**config.mk**
```make
export PLATFORM = sky130hd
export DESIGN_NAME = sim_run_monitor
export DESIGN_NICKNAME = d
export VERILOG_FILES = /design/src/rtl/riscv_dbg_pkg.sv /design/src/rtl/sim_dump_walker.sv /design/src/rtl/sim_run_monitor.sv
export SDC_FILE = /design/constraint.sdc
export NUM_CORES = 1
export LEC_CHECK = 0
export ABC_AREA = 0
export ABC_CLOCK_PERIOD_IN_PS = 3640
export CAP_MARGIN = 20
export CORE_UTILIZATION = 45
export CTS_CLUSTER_SIZE = 16
export DETAILED_ROUTE_END_ITERATION = 6
export DONT_BUFFER_PORTS = 1
export PLACE_DENSITY_LB_ADDON = 0.1
export SLEW_MARGIN = 5
export SYNTH_ARGS = -nofsm -noshare
export SYNTH_HDL_FRONTEND = slang
export SYNTH_SLANG_ARGS = --single-unit
```
**constraint.sdc**
```tcl
create_clock -name clk -period 3.64 [get_ports clk]
set_input_delay 0.728 -clock clk [delete_from_list [all_inputs] [get_ports clk]]
set_output_delay 0.728 -clock clk [all_outputs]
set_load 0.01 [all_outputs]
```
**src/rtl/riscv_dbg_pkg.sv**
```systemverilog
// Shared debug-monitor definitions: FSM encodings, the memory-mapped I/O
// window tag used by the store tracer, and a width-generic byte swap.
package riscv_dbg_pkg;

  // Run-control states; the encoding is visible on the STATE debug port.
  typedef enum logic [1:0] {
    ST_RUN   = 2'd0,
    ST_DRAIN = 2'd1,
    ST_DUMP  = 2'd2,
    ST_FIN   = 2'd3
  } mon_state_t;

  // Upper address bits [31:20] that identify the I/O window (0x001xxxxx).
  localparam logic [11:0] IO_WINDOW = 12'h001;

  // Widest data word the byte swap supports.
  localparam int MAX_DATA_W = 256;

  // Reverse the byte order of the low nbytes bytes of d: byte 0 ends up in
  // the most significant byte position of the nbytes-wide result.
  function automatic logic [MAX_DATA_W-1:0] byteswap(
    input logic [MAX_DATA_W-1:0] d,
    input int                    nbytes
  );
    logic [MAX_DATA_W-1:0] r;
    r = '0;
    for (int i = 0; i < MAX_DATA_W / 8; i++) begin
      if (i < nbytes) begin
        r[8*(nbytes-1-i) +: 8] = d[8*i +: 8];
      end
    end
    return r;
  endfunction

endpackage

```
**src/rtl/sim_dump_walker.sv**
```systemverilog
// Dump-window walker: issues word reads over a req/ack port starting at
// DUMP_BASE, keeps the request up across back-to-back acks, and republishes
// each returned word (byte-reversed) as a one-cycle strobe.
module sim_dump_walker
  import riscv_dbg_pkg::*;
#(
  parameter int                ADDR_W     = 32,
  parameter int                DATA_W     = 32,
  parameter logic [ADDR_W-1:0] DUMP_BASE  = '0,
  parameter int                DUMP_WORDS = 1024
) (
  input  logic              clk,
  input  logic              rstn,
  input  logic              start,
  input  logic              mem_ack,
  input  logic [DATA_W-1:0] mem_rdata,
  output logic              mem_req,
  output logic [ADDR_W-3:0] mem_addr,
  output logic              dump_valid,
  output logic [ADDR_W-1:0] dump_addr,
  output logic [DATA_W-1:0] dump_data,
  output logic              last_ack,
  output logic              done
);

  localparam int                IDX_W     = (DUMP_WORDS > 1) ? $clog2(DUMP_WORDS) : 1;
  localparam logic [IDX_W-1:0]  LAST_IDX  = IDX_W'(DUMP_WORDS - 1);
  localparam logic [ADDR_W-3:0] BASE_WORD = DUMP_BASE[ADDR_W-1:2];

  logic              mem_req_reg;
  logic [ADDR_W-3:0] mem_addr_reg;
  logic [IDX_W-1:0]  index_reg;
  logic              dump_valid_reg;
  logic [ADDR_W-1:0] dump_addr_reg;
  logic [DATA_W-1:0] dump_data_reg;
  logic              done_reg;

  logic                  take;
  logic [MAX_DATA_W-1:0] rdata_ext;
  logic [MAX_DATA_W-1:0] rdata_swap;

  // An ack only counts while a request is outstanding, so stray acks in
  // other states are ignored without extra qualification.
  assign take     = mem_req_reg & mem_ack;
  assign last_ack = take & (index_reg == LAST_IDX);

  assign rdata_ext  = MAX_DATA_W'(mem_rdata);
  assign rdata_swap = byteswap(rdata_ext, DATA_W / 8);

  // Request/address walk, captured dump word and sticky done flag.
  always_ff @(posedge clk or negedge rstn) begin
    if (!rstn) begin
      mem_req_reg    <= 1'b0;
      mem_addr_reg   <= '0;
      index_reg      <= '0;
      dump_valid_reg <= 1'b0;
      dump_addr_reg  <= '0;
      dump_data_reg  <= '0;
      done_reg       <= 1'b0;
    end else begin
      dump_valid_reg <= take;
      if (start) begin
        mem_req_reg  <= 1'b1;
        mem_addr_reg <= BASE_WORD;
        index_reg    <= '0;
      end else if (take) begin
        // Word address times four is DUMP_BASE + 4*index modulo 2^ADDR_W.
        dump_addr_reg <= {mem_addr_reg, 2'b00};
        dump_data_reg <= DATA_W'(rdata_swap);
        if (index_reg == LAST_IDX) begin
          mem_req_reg <= 1'b0;
          done_reg    <= 1'b1;
        end else begin
          index_reg    <= index_reg + IDX_W'(1);
          mem_addr_reg <= mem_addr_reg + (ADDR_W-2)'(1);
        end
      end
    end
  end

  assign mem_req    = mem_req_reg;
  assign mem_addr   = mem_addr_reg;
  assign dump_valid = dump_valid_reg;
  assign dump_addr  = dump_addr_reg;
  assign dump_data  = dump_data_reg;
  assign done       = done_reg;

endmodule

```
**src/rtl/sim_run_monitor.sv**
```systemverilog
// Run-control and memory-dump monitor for a RISC-V core. Detects the halt
// fetch address or a cycle-watchdog expiry, optionally lets the pipeline
// drain, then walks a data-memory window through sim_dump_walker.
// Optional store tracer for the I/O window: define SIM_RUN_MONITOR_ST_TRACE_EN.
module sim_run_monitor
  import riscv_dbg_pkg::*;
#(
  parameter int                ADDR_W      = 32,
  parameter int                DATA_W      = 32,
  parameter logic [ADDR_W-1:0] HALT_PC     = ADDR_W'(32'h0000_0064),
  parameter int                DRAIN_CYC   = 4,
  parameter longint            TIMEOUT_CYC = 400000000,
  parameter logic [ADDR_W-1:0] DUMP_BASE   = '0,
  parameter int                DUMP_WORDS  = 1024,
  parameter int                CNT_W       = 40
) (
  input  logic              clk,
  input  logic              rstn,
  input  logic [ADDR_W-1:0] pc,
  input  logic              pc_valid,
  output logic              mem_req,
  output logic [ADDR_W-3:0] mem_addr,
  input  logic              mem_ack,
  input  logic [DATA_W-1:0] mem_rdata,
`ifdef SIM_RUN_MONITOR_ST_TRACE_EN
  input  logic              st_valid,
  input  logic [ADDR_W-1:0] st_addr,
  input  logic [DATA_W-1:0] st_data,
  output logic              st_hit,
  output logic [ADDR_W-1:0] st_hit_addr,
  output logic [DATA_W-1:0] st_hit_data,
  output logic [31:0]       st_count,
`endif
  output logic              dump_valid,
  output logic [ADDR_W-1:0] dump_addr,
  output logic [DATA_W-1:0] dump_data,
  output logic              halted,
  output logic              timeout,
  output logic              done,
  output logic [CNT_W-1:0]  cycles,
  output logic [1:0]        state
);

  localparam logic             NO_DRAIN   = (DRAIN_CYC == 0);
  localparam logic [31:0]      DRAIN_LAST = (DRAIN_CYC > 0) ? 32'(DRAIN_CYC - 1) : 32'd0;
  localparam logic             TO_EN      = (TIMEOUT_CYC != 0);
  localparam logic [CNT_W-1:0] TO_LAST    = (TIMEOUT_CYC != 0) ? CNT_W'(TIMEOUT_CYC - 1) : '0;

  mon_state_t       state_reg;
  logic             halted_reg;
  logic             timeout_reg;
  logic [CNT_W-1:0] cycles_reg;
  logic [31:0]      drain_cnt_reg;

  logic halt_hit;
  logic to_hit;
  logic drain_end;
  logic go_dump;
  logic walk_last;

  // Halt has priority over a watchdog expiry landing in the same cycle.
  assign halt_hit  = (state_reg == ST_RUN) & pc_valid & (pc == HALT_PC);
  assign to_hit    = (state_reg == ST_RUN) & TO_EN & (cycles_reg == TO_LAST) & ~halt_hit;
  assign drain_end = (state_reg == ST_DRAIN) & (drain_cnt_reg == DRAIN_LAST);
  assign go_dump   = (halt_hit & NO_DRAIN) | to_hit | drain_end;

  // Run/drain/dump/fin control with the sticky halt and timeout flags.
  always_ff @(posedge clk or negedge rstn) begin
    if (!rstn) begin
      state_reg     <= ST_RUN;
      halted_reg    <= 1'b0;
      timeout_reg   <= 1'b0;
      cycles_reg    <= '0;
      drain_cnt_reg <= '0;
    end else begin
      case (state_reg)
        ST_RUN: begin
          // The cycle count freezes on the edge that leaves RUN, so a
          // timeout reports TIMEOUT_CYC-1.
          if (halt_hit) begin
            halted_reg    <= 1'b1;
            drain_cnt_reg <= '0;
            state_reg     <= NO_DRAIN ? ST_DUMP : ST_DRAIN;
          end else if (to_hit) begin
            timeout_reg <= 1'b1;
            state_reg   <= ST_DUMP;
          end else if (cycles_reg != '1) begin
            cycles_reg <= cycles_reg + CNT_W'(1);
          end
        end
        ST_DRAIN: begin
          if (drain_end) begin
            state_reg <= ST_DUMP;
          end else begin
            drain_cnt_reg <= drain_cnt_reg + 32'd1;
          end
        end
        ST_DUMP: begin
          if (walk_last) begin
            state_reg <= ST_FIN;
          end
        end
        ST_FIN: begin
          state_reg <= ST_FIN;
        end
        default: begin
          state_reg <= ST_RUN;
        end
      endcase
    end
  end

  sim_dump_walker #(
    .ADDR_W     (ADDR_W),
    .DATA_W     (DATA_W),
    .DUMP_BASE  (DUMP_BASE),
    .DUMP_WORDS (DUMP_WORDS)
  ) u_walker (
    .clk        (clk),
    .rstn       (rstn),
    .start      (go_dump),
    .mem_ack    (mem_ack),
    .mem_rdata  (mem_rdata),
    .mem_req    (mem_req),
    .mem_addr   (mem_addr),
    .dump_valid (dump_valid),
    .dump_addr  (dump_addr),
    .dump_data  (dump_data),
    .last_ack   (walk_last),
    .done       (done)
  );

`ifdef SIM_RUN_MONITOR_ST_TRACE_EN
  logic              st_hit_reg;
  logic [ADDR_W-1:0] st_hit_addr_reg;
  logic [DATA_W-1:0] st_hit_data_reg;
  logic [31:0]       st_count_reg;
  logic              st_take;

  // Only stores made while the program is still running or draining count.
  assign st_take = st_valid
                 & (st_addr[ADDR_W-1:20] == (ADDR_W-20)'(IO_WINDOW))
                 & ((state_reg == ST_RUN) | (state_reg == ST_DRAIN));

  // Capture I/O-window stores and keep a saturating hit count.
  always_ff @(posedge clk or negedge rstn) begin
    if (!rstn) begin
      st_hit_reg      <= 1'b0;
      st_hit_addr_reg <= '0;
      st_hit_data_reg <= '0;
      st_count_reg    <= '0;
    end else begin
      st_hit_reg <= st_take;
      if (st_take) begin
        st_hit_addr_reg <= st_addr;
        st_hit_data_reg <= st_data;
        if (st_count_reg != '1) begin
          st_count_reg <= st_count_reg + 32'd1;
        end
      end
    end
  end

  assign st_hit      = st_hit_reg;
  assign st_hit_addr = st_hit_addr_reg;
  assign st_hit_data = st_hit_data_reg;
  assign st_count    = st_count_reg;
`endif

  assign halted  = halted_reg;
  assign timeout = timeout_reg;
  assign cycles  = cycles_reg;
  assign state   = state_reg;

endmodule

```
# [After elaboration in Yosys (flattened, before gate mapping)]
# Index checks and enable logic that the tools add are counted.
[word_totals] in_bits=68 latch_bits=0 word_cells=71 regBits=181 mem_count=0 ramBits=0 romBits=0 output_inout_bits=141
[op_classes] shifts=0 div=0 order_cmp=0 n_reduce_logical=13 bitwise_logic=11 muxes=17 add_sub_neg=4 mul=0 eq_ne=14
[ops] cell="$mux W30" n=3
[ops] cell="$mux W32" n=2
[ops] cell="$pmux W32 S2" n=1
[ops] cell="$add A40 B1 Y40 const B" n=1
[ops] cell="$eq A40 B29 Y1 const B" n=1
[ops] cell="$ne A40 B40 Y1 const B" n=1
[ops] cell="$add A32 B1 Y32 const B" n=1
[ops] cell="$eq A32 B2 Y1 const B" n=1
[ops] cell="$eq A32 B7 Y1 const B" n=1
[ops] cell="$add A30 B1 Y30 const B" n=1
[ops] cell="$mux W10" n=3
[ops] cell="$reduce_and A3 Y1" n=4
[ops] cell="$add A10 B1 Y10 const B" n=1
[ops] cell="$eq A10 B10 Y1 const B" n=1
[ops] cell="$mux W2" n=4
[ops] cell="$ne A2 B2 Y1 const B" n=4
[ops] cell="$pmux W2 S4" n=1
[ops] cell="$reduce_and A2 Y1" n=4
[ops] cell="$and A1 B1 Y1" n=7
[ops] cell="$reduce_bool A2 Y1" n=3
[ops] cell="$eq A2 B2 Y1 const B" n=2
[ops] cell="$reduce_and A4 Y1" n=1
[ops] cell="$mux W1" n=3
[ops] cell="$ne A3 B3 Y1 const B" n=1
[ops] cell="other kinds (5)" n=7

# [Longest topological paths before layout]
# Gate-level depths: netlist (run 1).
[logic_depth] ltp_word=8 depth_mapped=10 depth_no_buf=7

# [Hierarchy]
# A second synthesis (run 1) with hierarchy kept.
[hier_totals] cells_unflattened=789 area_unflattened_um2=8654.6
[by_module_without_submodules] module="sim_dump_walker" n_inst=1 cells_each=379 area_each_um2=4670.7
[by_module_without_submodules] module="sim_run_monitor" n_inst=1 cells_each=410 area_each_um2=3983.8

# [Worst setup path before layout (run 1)]
# No wires, ideal clock.
[synth_path] path_type="register to register" from="register cycles_reg[0] (netlist: cycles[0])" to="register u_walker.dump_addr_reg[10] (netlist: u_walker.dump_addr[10])" synth_period_minus_slack_ns=2.665 path_buffers=3 stages_incl_launch_ff=11 t_required_ns=3.515 slack_ns=0.975 arrival_ns=2.540 path_cell_list="dfrtp_1 > ha_1 > and4_1 > buf_4 > nand2_1 > or3_1 > or4_4 > and3_1 > buf_6 > buf_6 > mux2_4"
[synth_between] elab_chain_len=6
[synth_rtl] element="start, declared" line_no="sim_run_monitor.sv:52" source="logic [CNT_W-1:0] cycles_reg;"
[synth_rtl] element="start signal, assigned" line_no="sim_run_monitor.sv:88" source="cycles_reg <= cycles_reg + CNT_W'(1);"
[synth_rtl] element="$eq A40 B29 Y1" line_no="sim_run_monitor.sv:63" source="assign to_hit = (state_reg == ST_RUN) & TO_EN & (cycles_reg == TO_LAST) & ~halt_hit;"
[synth_rtl] element="$and A1 B1 Y1 (2 in a row)" line_no="sim_run_monitor.sv:63"
[synth_rtl] element="$or A1 B1 Y1" line_no="sim_run_monitor.sv:65" source="assign go_dump = (halt_hit & NO_DRAIN) | to_hit | drain_end;"
[synth_rtl] element="$not A1 Y1 (no line)"
[synth_rtl] element="$reduce_and A2 Y1 (no line)"
[synth_rtl] element="end signal, assigned" line_no="sim_dump_walker.sv:68" source="dump_addr_reg <= {mem_addr_reg, 2'b00};"
[synth_rtl] element="end, declared" line_no="sim_dump_walker.sv:34" source="logic [ADDR_W-1:0] dump_addr_reg;"
# Every way passes these cells.
# A chain may end at the register's enable or synchronous reset.

# [Worst setup path after layout (run 1)]
[layout_path] from="register cycles_reg[0] (netlist: cycles[0])" to="register u_walker.dump_data_reg[29] (netlist: u_walker.dump_data[29])"
[layout_between] elab_chain_len=6
[layout_rtl] element="$eq A40 B29 Y1" line_no="sim_run_monitor.sv:63"
[layout_rtl] element="$and A1 B1 Y1 (2 in a row)" line_no="sim_run_monitor.sv:63"
[layout_rtl] element="$or A1 B1 Y1" line_no="sim_run_monitor.sv:65"
[layout_rtl] element="$not A1 Y1 (no line)"
[layout_rtl] element="$reduce_and A2 Y1 (no line)"
[layout_rtl] element="end signal, assigned" line_no="sim_dump_walker.sv:69" source="dump_data_reg <= DATA_W'(rdata_swap);"
[layout_rtl] element="end, declared" line_no="sim_dump_walker.sv:35" source="logic [DATA_W-1:0] dump_data_reg;"
# Every way passes these cells.

==> metrics list, run 1 <==
* Worst slew pin tran: approximately 970 ps
* Unrepaired setup endpoints after global routing: no
- Counting I/O delays and the setup requirement, the final critical path takes ~3200 ps.
- In the routed design, unresolved DRC markers number 0.
- Ordered cell list for the critical path: ha_1 -> and4_1 -> nand2_1 -> or3_1 -> or4_4 -> and3_4 -> buf_16 -> mux2_1
- The congestion estimate from routability-driven global placement came to 0.828.
- In the routed layout, each cell is associated on average with a via count of 5.67.
- Hold timing on the final database bottoms out at a slack of ~170 ps.
* Count of endpoints failing setup in the final report: 0
- Nets@finish: just over 800
* Pleak: approximately 0.0041 µW
* Cells on worst reg2reg path: 8
- From bottom edge to top edge, the die measures roughly 140 µm.
- By area, the combinational part of the netlist is dominated by simple AND/OR/NAND/NOR gates.
- Pin placement for this block handled roughly 210 I/O pins.
- For this design, the sink count on the clock tree is 181.
- Detailed Route Iter0 Violations: approximately 280
* Via count of the first global-routing pass: around 5.8k
- After synthesis, the netlist uses 46 different library cells.
- Area of the die: about 20000 µm²
- The critical path runs through a total of 8 cells.
* Count of buffer and inverter cells on the critical path: 1
- The design draws 4530 µW.
- Power spread over the standard cell area amounts to between 400 and 500 nW/µm².
- Post-Synthesis Cells: roughly 750
- For this design, the slowest cell found on the critical path is dfrtp_1.
- The portion of synthesized area spent on multiplexers is between 10% and 20%.
* Compound-cell area share of the yosys netlist: 2.18%
* Total via count after detailed routing: ~5.6k
- Area of the core: 18300 µm²
* Final count of hold timing violations: 0
- Reg2reg start: cycles[0]
* Share of final-layout standard cells stronger than drive strength 1: between 10% and 20%
- Relative to the synthesized area, the layout overhead comes to 10.0%.
- Worst min path class: primary input to asynchronous set/reset pin
- Status: finished clean
- I/O Buffers: 0
- Summed over all nets, the half-perimeter wirelength after detailed placement is 12.2 mm.
- Relative slew slack: between 30% and 40%
* Simple logic cell fraction of the synthesized area: approximately a fifth
- Of the post-synthesis cell area, the dominant cell type holds a little over half.
- Post-Synth Adder-Cell Area: less than 1%
- Across the routed clock network, the largest skew measured is between 9 and 10 ps.
* Crit-path max FO: 38
* Sum Neg Setup Slack: 0 ps
- The total overflow left after global routing is 0.
- Clock tree from TritonCTS: done
- Register bit total from synthesis: 181
- The largest single stage delay on the critical path is between 400 and 500 ps.
- Total standard cell area after synthesis: 8500 µm²
- Overall routed net length: ~18 mm
* FF-to-FF End: u_walker.dump_data[29]
- At the later pin of the worst-skew pair, clock insertion delay measures between 400 and 500 ps.
- In this run the remaining antenna-violating nets after routing total 0.
- The layout has about 1.6k filler cells.
- Proportion of synthesized chip area in sequential cells: between 50% and 60%
- Clock root buffer master: clkbuf_16
* Post-route fraction of the period consumed by the critical path: 88.7%
- Antenna fix cells: 0
- # H-tree levels: 4
* Row count: between 40 and 50
- Post-Synthesis Mean Instance Area: 11.3 µm²
- The first global-routing pass estimated 30.4 mm of wire.
* Kind of capture point of the worst setup path: flip-flop
* First-pass DRT Iterations: 4
- Peak VDD IR: 0.296 mV
* Largest delay contributor family on the critical path: simple AND/OR/NAND/NOR gates
- Number of pins exceeding their max-slew limit in the final report: 0
- The worst setup path is of the flip-flop to flip-flop kind.
- Static timing analysis puts the maximum clock frequency at ~310 MHz.
- Overall track demand over capacity in global routing: ~20%
- Flip-flop count of the largest register after layout: 40
* Horizontal extent of the die: 139 µm
- Pin count of the biggest net entering global routing: 182
* Average wire per standard cell: 18.4 µm
- Number of buffers created by CTS: 17
* Warning count from the yosys run: 0
- After clock tree synthesis, the clock-pin slew on the worst setup and hold paths is 70 ps.
* Critical path startpoint category: flip-flop
- Required time at the endpoint of the critical path: roughly 3900 ps
- Clock Path Buffers: 2
- Top cells by area in the synthesized netlist: dfrtp_1 (53%), mux2_4 (11%), xnor2_1 (6.0%)
- Worst-case register-to-register setup slack: ~410 ps
- Effective utilization at floorplan: ~47%
- The initial antenna violation count was 0.
* Parity-gate share of the synthesized area counting xor and xnor cells: approximately a tenth
* Number of max-capacitance violations reported: 0
- Critical Path AT: 3530 ps
* Dominant cell type by area after synthesis: dfrtp_1
==> where the power goes <==
part,total [µW],switching (µW),internal [µW]
combinational,376,176,199
clock,1810,794,1010
sequential,2350,197,2160
==> logic make-up (layout without fill, tap and decap cells) <==
kind of cell    Yosys count  in the layout
fa+ha+maj                 4              4
other cells               1              2
mux                      64             64
xor+xnor                 99             99
buf+inv                  38             52
flops                   181            181
simple gates            337            337
compound gates           28             28
==> layout make-up <==
cell class / count / area [µm²] / area share, %
clock buffers: 21 / 470 / 5.03
clock inverters: 11 / 120 / 1.28
inverters: 11 / 41.3 / 0.441
multi-input cells: 534 / 3780 / 40.4
flip-flops and latches: 181 / 4530 / 48.4
well taps: 229 / 287 / 3.06
repair buffers: 9 / 128 / 1.36
==> worst max-delay path by stage <==
stage                     slack, ps      start                     end
after floorplan                 980  cycles[0]  u_walker.dump_addr[10]
after global placement          450  cycles[0]  u_walker.dump_data[28]
after detailed placement        410     pc[28]  u_walker.dump_data[29]
after CTS                       370  cycles[0]  u_walker.dump_data[29]
after global routing            260  cycles[0]  u_walker.dump_data[29]
final                           410  cycles[0]  u_walker.dump_data[29]
==> cell usage in the layout, fill, tap and decap left out, types with 17 or more instances in the layout <==
cell type  instances
xor2_1            41
clkbuf_16         17
dfrtp_1          181
nand3_1           48
nor2_1            87
nand4_1           39
xnor2_1           58
nor3_1            32
nand2_1           51
nor4_1            27
mux2_4            60
==> timing repair <==
action | CTS | global route
resized for setup | 0 | 0
setup buffers | 0 | 0
hold endpoints to repair | 181 | 116
==> stage by stage <==
stage | instance area [µm²] | worst slack [ps] | utilization [%] | cells
3_5_place_dp | 8680 | 413 | 47.5 | 961
3_3_place_gp | 8680 | 449 | 47.5 | 961
4_1_cts | 9270 | 368 | 50.8 | 993
6_report | 9360 | 413 | 51.2 | 996
5_1_grt | 9360 | 263 | 51.2 | 996
2_1_floorplan | 8510 | 975 | - | 753
==> Yosys cell counts, drive strengths merged <==
library cell	n
ha	4
nand3	48
o2111a	1
and2	2
o41a	1
xnor2	58
nor4b	5
a21oi	7
nand2b	2
or3	10
a211o	1
nor2	87
o2111ai	2
conb	1
mux2	62
a311oi	1
a21o	1
o211a	1
o41ai	1
and3	14
nand4	39
o211ai	1
nand4b	1
or4b	1
clkbuf	16
nor2b	2
inv	11
o21bai	1
mux2i	2
nor3	33
nor4bb	1
xor2	41
nand2	51
o21ai	9
buf	11
nor4	27
or4	3
or2	1
and4	10
dfrtp	181
a31oi	1
==> per-layer routing <==
layer | part of all wire [%] | track usage [%]
met5 | 0 | 0
met4 | 1.1 | 5.73
met3 | 7.0 | 6.81
met2 | 47 | 30.3
met1 | 45 | 25.6
Note: power is estimated with default switching activity, not from simulation.
==> run 2, diff against run 1 <==
- CTS_CLUSTER_DIAMETER: not set -> 50
==> results of run 2 <==
No change in the layout: final DEF, timing and power equal those of run 1.
==> run 3, diff against run 2 <==
- CAP_MARGIN: 20 -> not set
==> run 3 against run 2 <==
Setup slack worse by 27 ps. Critical path type unchanged. Clock skew about the same. Count of clock-buffer cells in the layout unchanged. Maximum frequency down 0.82%. Highest routed layer unchanged. Combinational power about the same. Global-route usage unchanged. Utilization down 0.15 points.
==> metrics list, run 3 (same netlist as run 1, synthesis figures left out) <==
* Worst min path class: primary input to asynchronous set/reset pin (unchanged)
- Instance area at placement: 8680 µm² (unchanged)
* Overall track demand over capacity in global routing: 19.5% (unchanged)
* Effective utilization at floorplan: 46.5% (unchanged)
* Number of max-capacitance violations reported: 0 (unchanged)
* Cells on worst reg2reg path: 7 (was 8)
- Detail Placement HPWL: 12.2 mm (unchanged)
- Clock Path Buffers: 2 (unchanged)
* Critical path startpoint category: flip-flop (unchanged)
- Total number of clock tree sinks: 181 (unchanged)
* Pin count of the biggest net entering global routing: 182 (unchanged)
* Clock slew seen by the registers of the worst setup and hold paths: 70 ps (about the same)
- Post-route fraction of the period consumed by the critical path: 89.4% (was 88.7%)
- Peak VDD IR: 0.297 mV (was 0.296 mV)
- Detailed Route Iter0 Violations: 269 (was 276)
- Worst setup skew after layout: 9.51 ps (was 9.75 ps)
* Total power: 4530 µW (about the same)
- Row count: 49 (unchanged)
* Count of endpoints failing setup in the final report: 0 (unchanged)
* Average wire per standard cell: 18.5 µm (was 18.4 µm)
- The register-to-register setup slack is 390 ps (was 410 ps).
- Post_cts resized: 0 (unchanged)
- The total die area was 19400 µm² (unchanged).
* Clock tree from TritonCTS: done (unchanged)
- The die extent in x was 139 µm (unchanged).
* Hold Slack: 174 ps (was 175 ps)
- FMAX: 307 MHz (was 310 MHz)
- First-pass DRT Iterations: 4 (unchanged)
- Core occupancy in the finished layout: 51.1% (was 51.2%)
* Critical Path AT: 3560 ps (was 3530 ps)
- The number of buffers inserted during clock tree synthesis came to 17 (unchanged).
- Kind of capture point of the worst setup path: flip-flop (unchanged)
* Required time at the endpoint of the critical path: 3950 ps (was 3940 ps)
* Status: finished clean (unchanged)
- I/O Buffers: 0 (unchanged)
* Power density normalized to cell area: 486 nW/µm² (was 485 nW/µm²)
* Worst slew pin tran: 1160 ps (was 969 ps)
- Clock latency of the later-clocked register in the worst-skew pair: 430 ps (about the same)
- The weighted congestion at the end of routability-driven global placement came to 0.828 (unchanged).
- The via count of the routed design was 5644 (was 5647).
- The area of all placed cells without fillers is 9330 µm² (was 9360 µm²).
- The area of the placeable core came to 18300 µm² (unchanged).
* # H-tree levels: 4 (unchanged)
- The number of hold violations in the final report was 0 (unchanged).
* Residual DRC: 0 (unchanged)
- FF-to-FF End: u_walker.dump_data[29] (unchanged)
* Residual overflow from global routing: 0 (unchanged)
- Unrepaired setup endpoints after global routing: no (unchanged)
- The leakage component of the power was 0.00410 µW (was 0.00412 µW).
- Vertical die dimension: 139 µm (unchanged)
* Sum Neg Setup Slack: 0 ps (unchanged)
* Time the final worst path needs with I/O delays and setup: 3250 ps (was 3230 ps)
- Relative slew slack: 22.5% (was 34.8%)
- IO Pins: 209 (unchanged)
* Share of final-layout standard cells stronger than drive strength 1: 13.3% (was 13.4%)
- Residual antenna-violating net count after detailed routing: 0 (unchanged)
- Commonest cells after routing, fill and taps aside: dfrtp_1 (181), nor2_1 (87), mux2_4 (60) (unchanged).
* Antenna fix cells: 0 (unchanged)
* Overall routed net length: 18.4 mm (was 18.3 mm)
* Antenna violations before repair: 0 (unchanged)
* Flip-flop count of the largest register after layout: 40 (unchanged)
- The clock root buffer was clkbuf_16 (unchanged).
- Critical Setup Path Class: flip-flop to flip-flop (unchanged)
* Leading cell type in the layout, fill and taps excluded: dfrtp_1 (unchanged)
- Post-CTS setup buffer count: 0 (unchanged)
* Via count of the first global-routing pass: 5760 (unchanged)
- The beginning of the worst register-to-register path is cycles[0] (unchanged).
* Global-route wire length before repair: 30.4 mm (unchanged)
* Area added between synthesis and finish: 9.70% (was 10.0%)
- The final max-slew violation count is 0 (unchanged).
- The maximum net fanout on the critical path was 62 (was 38).
- Nets@finish: 825 (was 826)
- Mean number of vias per cell: 5.67 (about the same)
run 3: metal layers:
metal,vias to the layer above,part of all wire [%],GRT usage (%)
li1,2671,-,-
met4,0,1.0,5.73
met1,2754,45,25.6
met3,17,6.9,6.81
met2,202,47,30.3
met5,-,0,0
run 3: worst max-delay path, stage by stage (launching register included):
cell     delay (ps)
dfrtp_1         480
ha_1            250
and4_1          410
nand2_1          90
or3_1           420
or4_4           460
and3_4          500
mux2_1          460
run 3: stage by stage:
step	setup WS, ps	instances
2_1_floorplan	975	753
3_3_place_gp	449	961
3_5_place_dp	413	961
4_1_cts	368	993
5_1_grt	239	995
6_report	386	995
run 3: worst max path at each step:
| stage | start | depth (start not counted) | slack [ps] | to |
|---|---|---|---|---|
| after global placement | cycles[0] | 7 | 450 | u_walker.dump_data[28] |
| after detailed placement | pc[28] | 6 | 410 | u_walker.dump_data[29] |
| after global routing | cycles[0] | 7 | 240 | u_walker.dump_data[29] |
| after floorplan | cycles[0] | 10 | 980 | u_walker.dump_addr[10] |
| final | cycles[0] | 7 | 390 | u_walker.dump_data[29] |
| after CTS | cycles[0] | 7 | 370 | u_walker.dump_data[29] |
run 3: where the power goes:
part | switching [µW] | leakage (µW) | internal, µW
clock | 795 | 0.000287 | 1010
combinational | 176 | 0.00159 | 198
sequential | 197 | 0.00223 | 2160
run 3: cell type report:
type                    count  area, µm²
clock buffers              21        470
multi-input cells         534       3780
fillers                  1582       8940
repair buffers              8        100
clock inverters            11        120
flip-flops and latches    181       4530
inverters                  11       41.3
well taps                 229        287
